## config.mk

```make
export PLATFORM = sky130hd
export DESIGN_NAME = fifo_uart_tx
export DESIGN_NICKNAME = d
export VERILOG_FILES = /design/src/rtl/fifo_uart_tx_pkg.sv /design/src/rtl/baud_counter.sv /design/src/rtl/fifo_uart_tx.sv
export SDC_FILE = /design/constraint.sdc
export NUM_CORES = 1
export LEC_CHECK = 0
export BUFFER_PORTS_ARGS = -buffer_cell sky130_fd_sc_hd__buf_4
export CAP_MARGIN = 5
export CORE_UTILIZATION = 51
export CTS_BUF_LIST = sky130_fd_sc_hd__clkbuf_4 sky130_fd_sc_hd__clkbuf_8
export DETAILED_ROUTE_END_ITERATION = 10
export PLACE_DENSITY_LB_ADDON = 0.2
export SYNTH_ARGS = -nofsm -noshare
export SYNTH_HDL_FRONTEND = slang
export SYNTH_SLANG_ARGS = --single-unit
```

## constraint.sdc

```tcl
create_clock -name clk -period 1.7 [get_ports clk]
set_clock_uncertainty 0.1 [all_clocks]
set_input_delay 0.34 -clock clk [delete_from_list [all_inputs] [get_ports clk]]
set_output_delay 0.34 -clock clk [all_outputs]
set_load 0.005 [all_outputs]
```

## src/rtl/fifo_uart_tx_pkg.sv

```systemverilog
// Shared types and frame constants for the FIFO-draining 8N1 UART transmitter.
package fifo_uart_tx_pkg;

    typedef enum logic [2:0] {
        IDLE,
        LOAD,
        START,
        DATA,
        STOP
    } tx_state_t;

    localparam int DATA_BITS  = 8;
    localparam int FRAME_BITS = 10;

endpackage

```

## src/rtl/baud_counter.sv

```systemverilog
// Bit-period timer: counts 0..CLKS_PER_BIT-1 while enabled and flags the last cycle of each bit.
module baud_counter #(
    parameter int CLKS_PER_BIT = 16
) (
    input  logic clk,
    input  logic reset,
    input  logic clear,
    input  logic en,
    output logic bit_tick
);

    localparam int CNT_W = $clog2(CLKS_PER_BIT);
    localparam logic [CNT_W-1:0] LAST = CNT_W'(CLKS_PER_BIT - 1);

    logic [CNT_W-1:0] baud_cnt;

    assign bit_tick = en && (baud_cnt == LAST);

    always_ff @(posedge clk) begin
        if (reset || clear) begin
            baud_cnt <= '0;
        end else if (en) begin
            baud_cnt <= bit_tick ? '0 : baud_cnt + 1'b1;
        end
    end

endmodule

```

## src/rtl/fifo_uart_tx.sv

```systemverilog
// Pops one byte at a time from the FIFO read port and shifts it out as an 8N1 frame.
module fifo_uart_tx
    import fifo_uart_tx_pkg::*;
#(
    parameter int CLKS_PER_BIT = 16
) (
    input  logic       clk,
    input  logic       reset,
    input  logic       fifo_empty,
    input  logic [7:0] fifo_data,
    output logic       fifo_rd_en,
    output logic       tx,
    output logic       busy,
    output logic       frame_done
);

    localparam int BIT_CNT_W = $clog2(DATA_BITS);
    localparam logic [BIT_CNT_W-1:0] LAST_BIT = BIT_CNT_W'(DATA_BITS - 1);

    tx_state_t              state, state_nxt;
    logic [DATA_BITS-1:0]   shift_reg;
    logic [BIT_CNT_W-1:0]   bit_cnt;
    logic                   bit_tick;
    logic                   baud_en;
    logic                   baud_clr;

    baud_counter #(.CLKS_PER_BIT(CLKS_PER_BIT)) u_baud (
        .clk      (clk),
        .reset    (reset),
        .clear    (baud_clr),
        .en       (baud_en),
        .bit_tick (bit_tick)
    );

    always_ff @(posedge clk) begin
        if (reset) begin
            state     <= IDLE;
            shift_reg <= '0;
            bit_cnt   <= '0;
        end else begin
            state <= state_nxt;
            case (state)
                LOAD: begin
                    shift_reg <= fifo_data;
                    bit_cnt   <= '0;
                end
                DATA: begin
                    // bit_cnt rolls 7->0 on the same edge that enters STOP
                    if (bit_tick) begin
                        shift_reg <= shift_reg >> 1;
                        bit_cnt   <= bit_cnt + 1'b1;
                    end
                end
                default: ;
            endcase
        end
    end

    always_comb begin
        state_nxt  = state;
        tx         = 1'b1;
        fifo_rd_en = 1'b0;
        busy       = 1'b1;
        frame_done = 1'b0;
        baud_en    = 1'b0;
        baud_clr   = 1'b0;
        case (state)
            IDLE: begin
                busy = 1'b0;
                if (!fifo_empty) begin
                    fifo_rd_en = !reset;
                    state_nxt  = LOAD;
                end
            end
            LOAD: begin
                baud_clr  = 1'b1;
                state_nxt = START;
            end
            START: begin
                tx      = 1'b0;
                baud_en = 1'b1;
                if (bit_tick) state_nxt = DATA;
            end
            DATA: begin
                tx      = shift_reg[0];
                baud_en = 1'b1;
                if (bit_tick && bit_cnt == LAST_BIT) state_nxt = STOP;
            end
            STOP: begin
                baud_en    = 1'b1;
                frame_done = bit_tick;
                if (bit_tick) state_nxt = IDLE;
            end
            default: state_nxt = IDLE;
        endcase
    end

endmodule
```

# After elaboration in Yosys (flattened, before gate mapping)
# Cells that the tools add are included.
# op_classes
n_eq_ne,11
reduce_logical,9
muxes,17
addsub,2
# op_table
cell,n
$pmux W8 S2,1
$mux W3,5
$pmux W3 S5,1
$ne A2 B2 Y1 const B,5
$mux W8,1
$eq A3 B2 Y1 const B,2
$eq A3 B3 Y1 const B,2
$mux W1,6
$pmux W3 S2,1
$add A4 B1 Y4 const B,1
$eq A4 B4 Y1 const B,1
$mux W4,1
$reduce_and A4 Y1,1
$add A3 B1 Y3 const B,1
$eq A3 B1 Y1 const B,1
$logic_not A3 Y1,1
$reduce_or A3 Y1,1
$logic_and A1 B1 Y1,2
$pmux W1 S2,1
$reduce_and A2 Y1,1
$reduce_bool A2 Y1,1
$logic_not A1 Y1,1
$logic_or A1 B1 Y1,1
# word_totals
reg_bits,18
out_inout_bits,4

# Longest topological paths before layout
# logic_depth
word_depth,7
ltp_mapped,6
ltp_nobuf,5

# Hierarchy
# From an unflattened synthesis, not the netlist that was laid out.
# unflattened
hier_cells,121
hier_area_um2,982.2
# modules_own_cells
module,area_each_um2,n_inst,seq_area_each_um2,cells_per_inst
fifo_uart_tx,785.8,1,280.3,101
baud_counter,196.4,1,80.1,20

# Worst setup path after synthesis
# Ideal clock, no wire load.
# synth_timing
path_type,register -> register
start,register u_baud.baud_cnt[0]
end,register shift_reg[0]
setup_time_ns,0.128
stages_incl_launch_ff,7
synth_period_minus_slack_ns,1.735
path_slack_ns,-0.035
required_time_ns,1.472
t_arrival_ns,1.508
cell_sequence,dfxtp_1 ha_1 nand3_4 a211o_1 buf_6 a222oi_1 nor2_1
# synth_between
elab_chain_len,4
# synth_lines
item,line_no,rtl
"start, declared",baud_counter.sv:15,logic [CNT_W-1:0] baud_cnt;
"start signal, assigned",baud_counter.sv:23,baud_cnt <= bit_tick ? '0 : baud_cnt + 1'b1;
$eq A4 B4 Y1,baud_counter.sv:17,assign bit_tick = en && (baud_cnt == LAST);
$logic_and A1 B1 Y1,baud_counter.sv:17,
$ne A2 B2 Y1 (no line),--,
$reduce_and A2 Y1 (no line),--,
"end signal, assigned",fifo_uart_tx.sv:44,shift_reg <= fifo_data;
"end signal, assigned",fifo_uart_tx.sv:50,shift_reg <= shift_reg >> 1;
"end, declared",fifo_uart_tx.sv:21,logic [DATA_BITS-1:0] shift_reg;
# Every way passes these cells.
# A chain may end at the register's enable or synchronous reset.

# Worst setup path after layout
# layout_timing
start,register u_baud.baud_cnt[1]
end,output frame_done
# layout_between
elab_chain_len,3
# layout_lines
item,line_no,rtl
$eq A4 B4 Y1,baud_counter.sv:17,
$logic_and A1 B1 Y1,baud_counter.sv:17,
$mux W1,fifo_uart_tx.sv:67,case (state)
"end, declared",fifo_uart_tx.sv:14,output logic frame_done
# Every way passes these cells.

==> summary.md <==
| Metric | Value |
|---|---|
| I/O pin count | `15` |
| Setup-failing EPs final | `3` |
| Mapped Avg Cell Area | `9.12 um2` |
| Initial antenna violation count | `0` |
| Number of global-route vias before repair | `783` |
| Worst-path clk slew | `0.12 ns` |
| Pleak | `0.547 nW` |
| Core area | `1580 um2` |
| IO buf count | `14` |
| Max-Cap Viols | `0` |
| DIE HEIGHT | `44.1 um` |
| P per Cell Area | `721 nW/um2` |
| CP max stage cell | `dfxtp_2` |
| DRC viols | `0` |
| Peak VDD IR | `0.000744 V` |
| Vias per std cell | `6.28` |
| Routed via count | `948` |
| Critical path type | `reg -> out` |
| Die ar. | `1940 um2` |
| Avg WL per Cell | `17.2 um` |
| Worst setup SP type | `register` |
| Clock Tree Buf Depth | `2` |
| Cells after Synth | `99` |
| Area after DPL | `1050 um2` |
| Post-layout utilization of the core | `82.7%` |
| Warnings, synthesis | `0` |
| Initial Utilization | `57.3%` |
| Fill cells | `95` |
| WL final | `2600 um` |
| Remaining antenna violation count | `0` |
| Fraction of layout cells with a size suffix above 1 | `44.4%` |
| Worst setup margin | `-0.0815 ns` |
| Synth unique cells | `36` |
| Ant. Diodes | `0` |
| Slew HR | `71.1%` |
| Hpwl dp | `1340 um` |
| Final Net Count | `150` |
| RePlAce Congestion | `0.828` |
| Cell family with most CP delay | `flip-flops` |
| CP peak stage delay | `0.38 ns` |
| Final worst-path cycle share | `105%` |
| # rows | `14` |
| Initial drt markers | `66` |
| Required @ worst endpoint | `1.26 ns` |
| TritonRoute pass-1 iters | `6` |
| Total congestion overflow | `0` |
| RSZ-0062 raised after global routing | `true` |
| Design Power | `0.000940 W` |
| Flops & latches, synth | `18` |
| CTS Buf Count | `3` |
| CTS Hold Bufs | `0` |
| CTS sink cnt | `18` |
| Register area share after synthesis | `39.9%` |
| Max FFs per register | `8` |
| Syn Nets | `113` |
| CP most frequent cell | `buf_6` |
| Worst-Margin Slew | `0.422 ns` |
| Cell Area, Synth | `903 um2` |
| Fmax | `0.561 GHz` |
| Depth of the CTS H-tree | `1` |
| Die X | `44.1 um` |
| Root Driver | `clkbuf_4` |
| Area Growth Syn to Fin | `44.3%` |
| Worst EP arrival | `1.34 ns` |
| Crit-path max FO | `2` |
| Hold Fails Final Rpt | `0` |
| Min cycle time layout | `1.78 ns` |
| Classification of the worst-slack hold path | `in -> reg` |
| CP Buf/Inv Count | `2` |
| First-pass GRT wire length | `3430 um` |
| Critical path cell sequence | `ha_4, nand3_4, buf_6, and2b_2, buf_6` |
| Final Slew Violations | `0` |
| Post-route cell area | `1300 um2` |
| Outcome | `complete, but fails checks` |
| Clk_lat worst skew | `0.31 ns` |
| Critical path capture point type | `primary output` |
| TritonCTS clock tree | `done` |
| Global-route usage over all layers | `24.0%` |
| Largest net degree at the start of global routing | `20` |
| Failing checks | `negative setup slack` |
## tightest hold or removal path, cell delays in order
cell and delay (ns):
buf_4 0.08, a222oi_1 0.06, nor2_1 0.08
## per-stage QoR
stage | setup WS, ns | TNS, ns | hold WS [ns] | instances
final | -0.0815 | -0.112 | 0.171 | 151
after global routing | -0.114 | -0.414 | 0.176 | 151
after CTS | -0.0434 | -0.0434 | 0.182 | 141
after detailed placement | 0.00130 | 0 | 0.391 | 130
after global placement | 0.0753 | 0 | 0.381 | 130
after floorplan | 0.0369 | 0 | 0.364 | 99
## layer usage
metal	part of all wire, %	global-route usage (%)
met3	8.5	6.12
met4	1.8	7.27
met2	47	41.2
met1	43	29.6
met5	0	0
## logic make-up after synthesis
group,count (synthesis),synth area share [%]
AOI/OAI and AO/OA,24,20.6
adders and majority gates,4,5.26
buffers and inverters,10,6.93
DFF,18,39.9
muxes,1,1.11
and+or+nand+nor,42,26.2
## worst paths after layout
path                                                       from                   endpoint  slack (ns)  depth (start not counted)
worst max-delay path            u_baud.baud_cnt[1]$_SDFFE_PP0P_                 frame_done       -0.08                          5
worst min-delay path                               fifo_data[6]  shift_reg[6]$_SDFFE_PP0P_        0.17                          3
worst max register to register  u_baud.baud_cnt[1]$_SDFFE_PP0P_    bit_cnt[1]$_SDFFE_PP0P_       -0.01                          8
worst min register to register        shift_reg[0]$_SDFFE_PP0P_  shift_reg[0]$_SDFFE_PP0P_        0.42                          2
## repair_timing
item / CTS / global route
gates resized for setup: 13 / 9
cloned: 0 / 2
endpoints found under the setup margin: 5 / 9
setup buffers: 7 / 8
pin swaps: 1 / 2
## where the power goes
part / total (W) / switching, W / internal [W]
logic: 0.000195 / 0.0000875 / 0.000108
clock network: 0.000281 / 0.000150 / 0.000131
registers: 0.000464 / 0.0000206 / 0.000444
## layout by cell type (no fill, tap or decap), types with 2 or more instances in the layout
cell type   n
a2111oi_0   2
a21oi_1     3
a222oi_1    7
a22oi_1     4
buf_4      33
buf_6       4
clkbuf_4    3
dfxtp_1    13
dfxtp_2     2
dfxtp_4     3
ha_1        2
inv_1       2
nand2_1     4
nand3_1     2
nand3b_1    2
nor2_1     17
nor2b_1     2
nor3_2      2
o21ai_0     2
or3_1       2
## layout make-up
class	count	area (um2)	share of cell area [%]
Timing Repair Buffer	40	343	26.3
Clock buffer	4	36.3	2.78
Sequential cell	18	374	28.7
Inverter	2	7.51	0.576
Multi-Input combinational cell	71	523	40.1
Tap cell	16	20.0	1.54
## synthesized netlist by cell type, drive strengths merged
| cell type | instances | area, um2 |
|---|---|---|
| dfxtp | 18 | 360 |
| nor2 | 17 | 63.8 |
| a222oi | 7 | 70.1 |
| buf | 5 | 43.8 |
| nand2 | 5 | 18.8 |
| a22oi | 4 | 30.0 |
| a21oi | 3 | 15.0 |
| clkbuf | 3 | 11.3 |
| ha | 3 | 37.5 |
| nand3 | 3 | 27.5 |
| nor2b | 3 | 21.3 |
| o21ai | 3 | 15.0 |
| a2111oi | 2 | 17.5 |
| inv | 2 | 7.51 |
| nand3b | 2 | 15.0 |
| nor3 | 2 | 15.0 |
| nor4 | 2 | 12.5 |
| or3 | 2 | 12.5 |
| a211o | 1 | 8.76 |
| a211oi | 1 | 7.51 |
| a31oi | 1 | 6.26 |
| a41oi | 1 | 8.76 |
| and2b | 1 | 8.76 |
| and3 | 1 | 7.51 |
| maj3 | 1 | 10.0 |
| mux2i | 1 | 10.0 |
| nand4 | 1 | 6.26 |
| nand4b | 1 | 8.76 |
| nor3b | 1 | 12.5 |
| o211ai | 1 | 7.51 |
| or2 | 1 | 6.26 |
No activity file was read; power rests on OpenSTA's default activity.
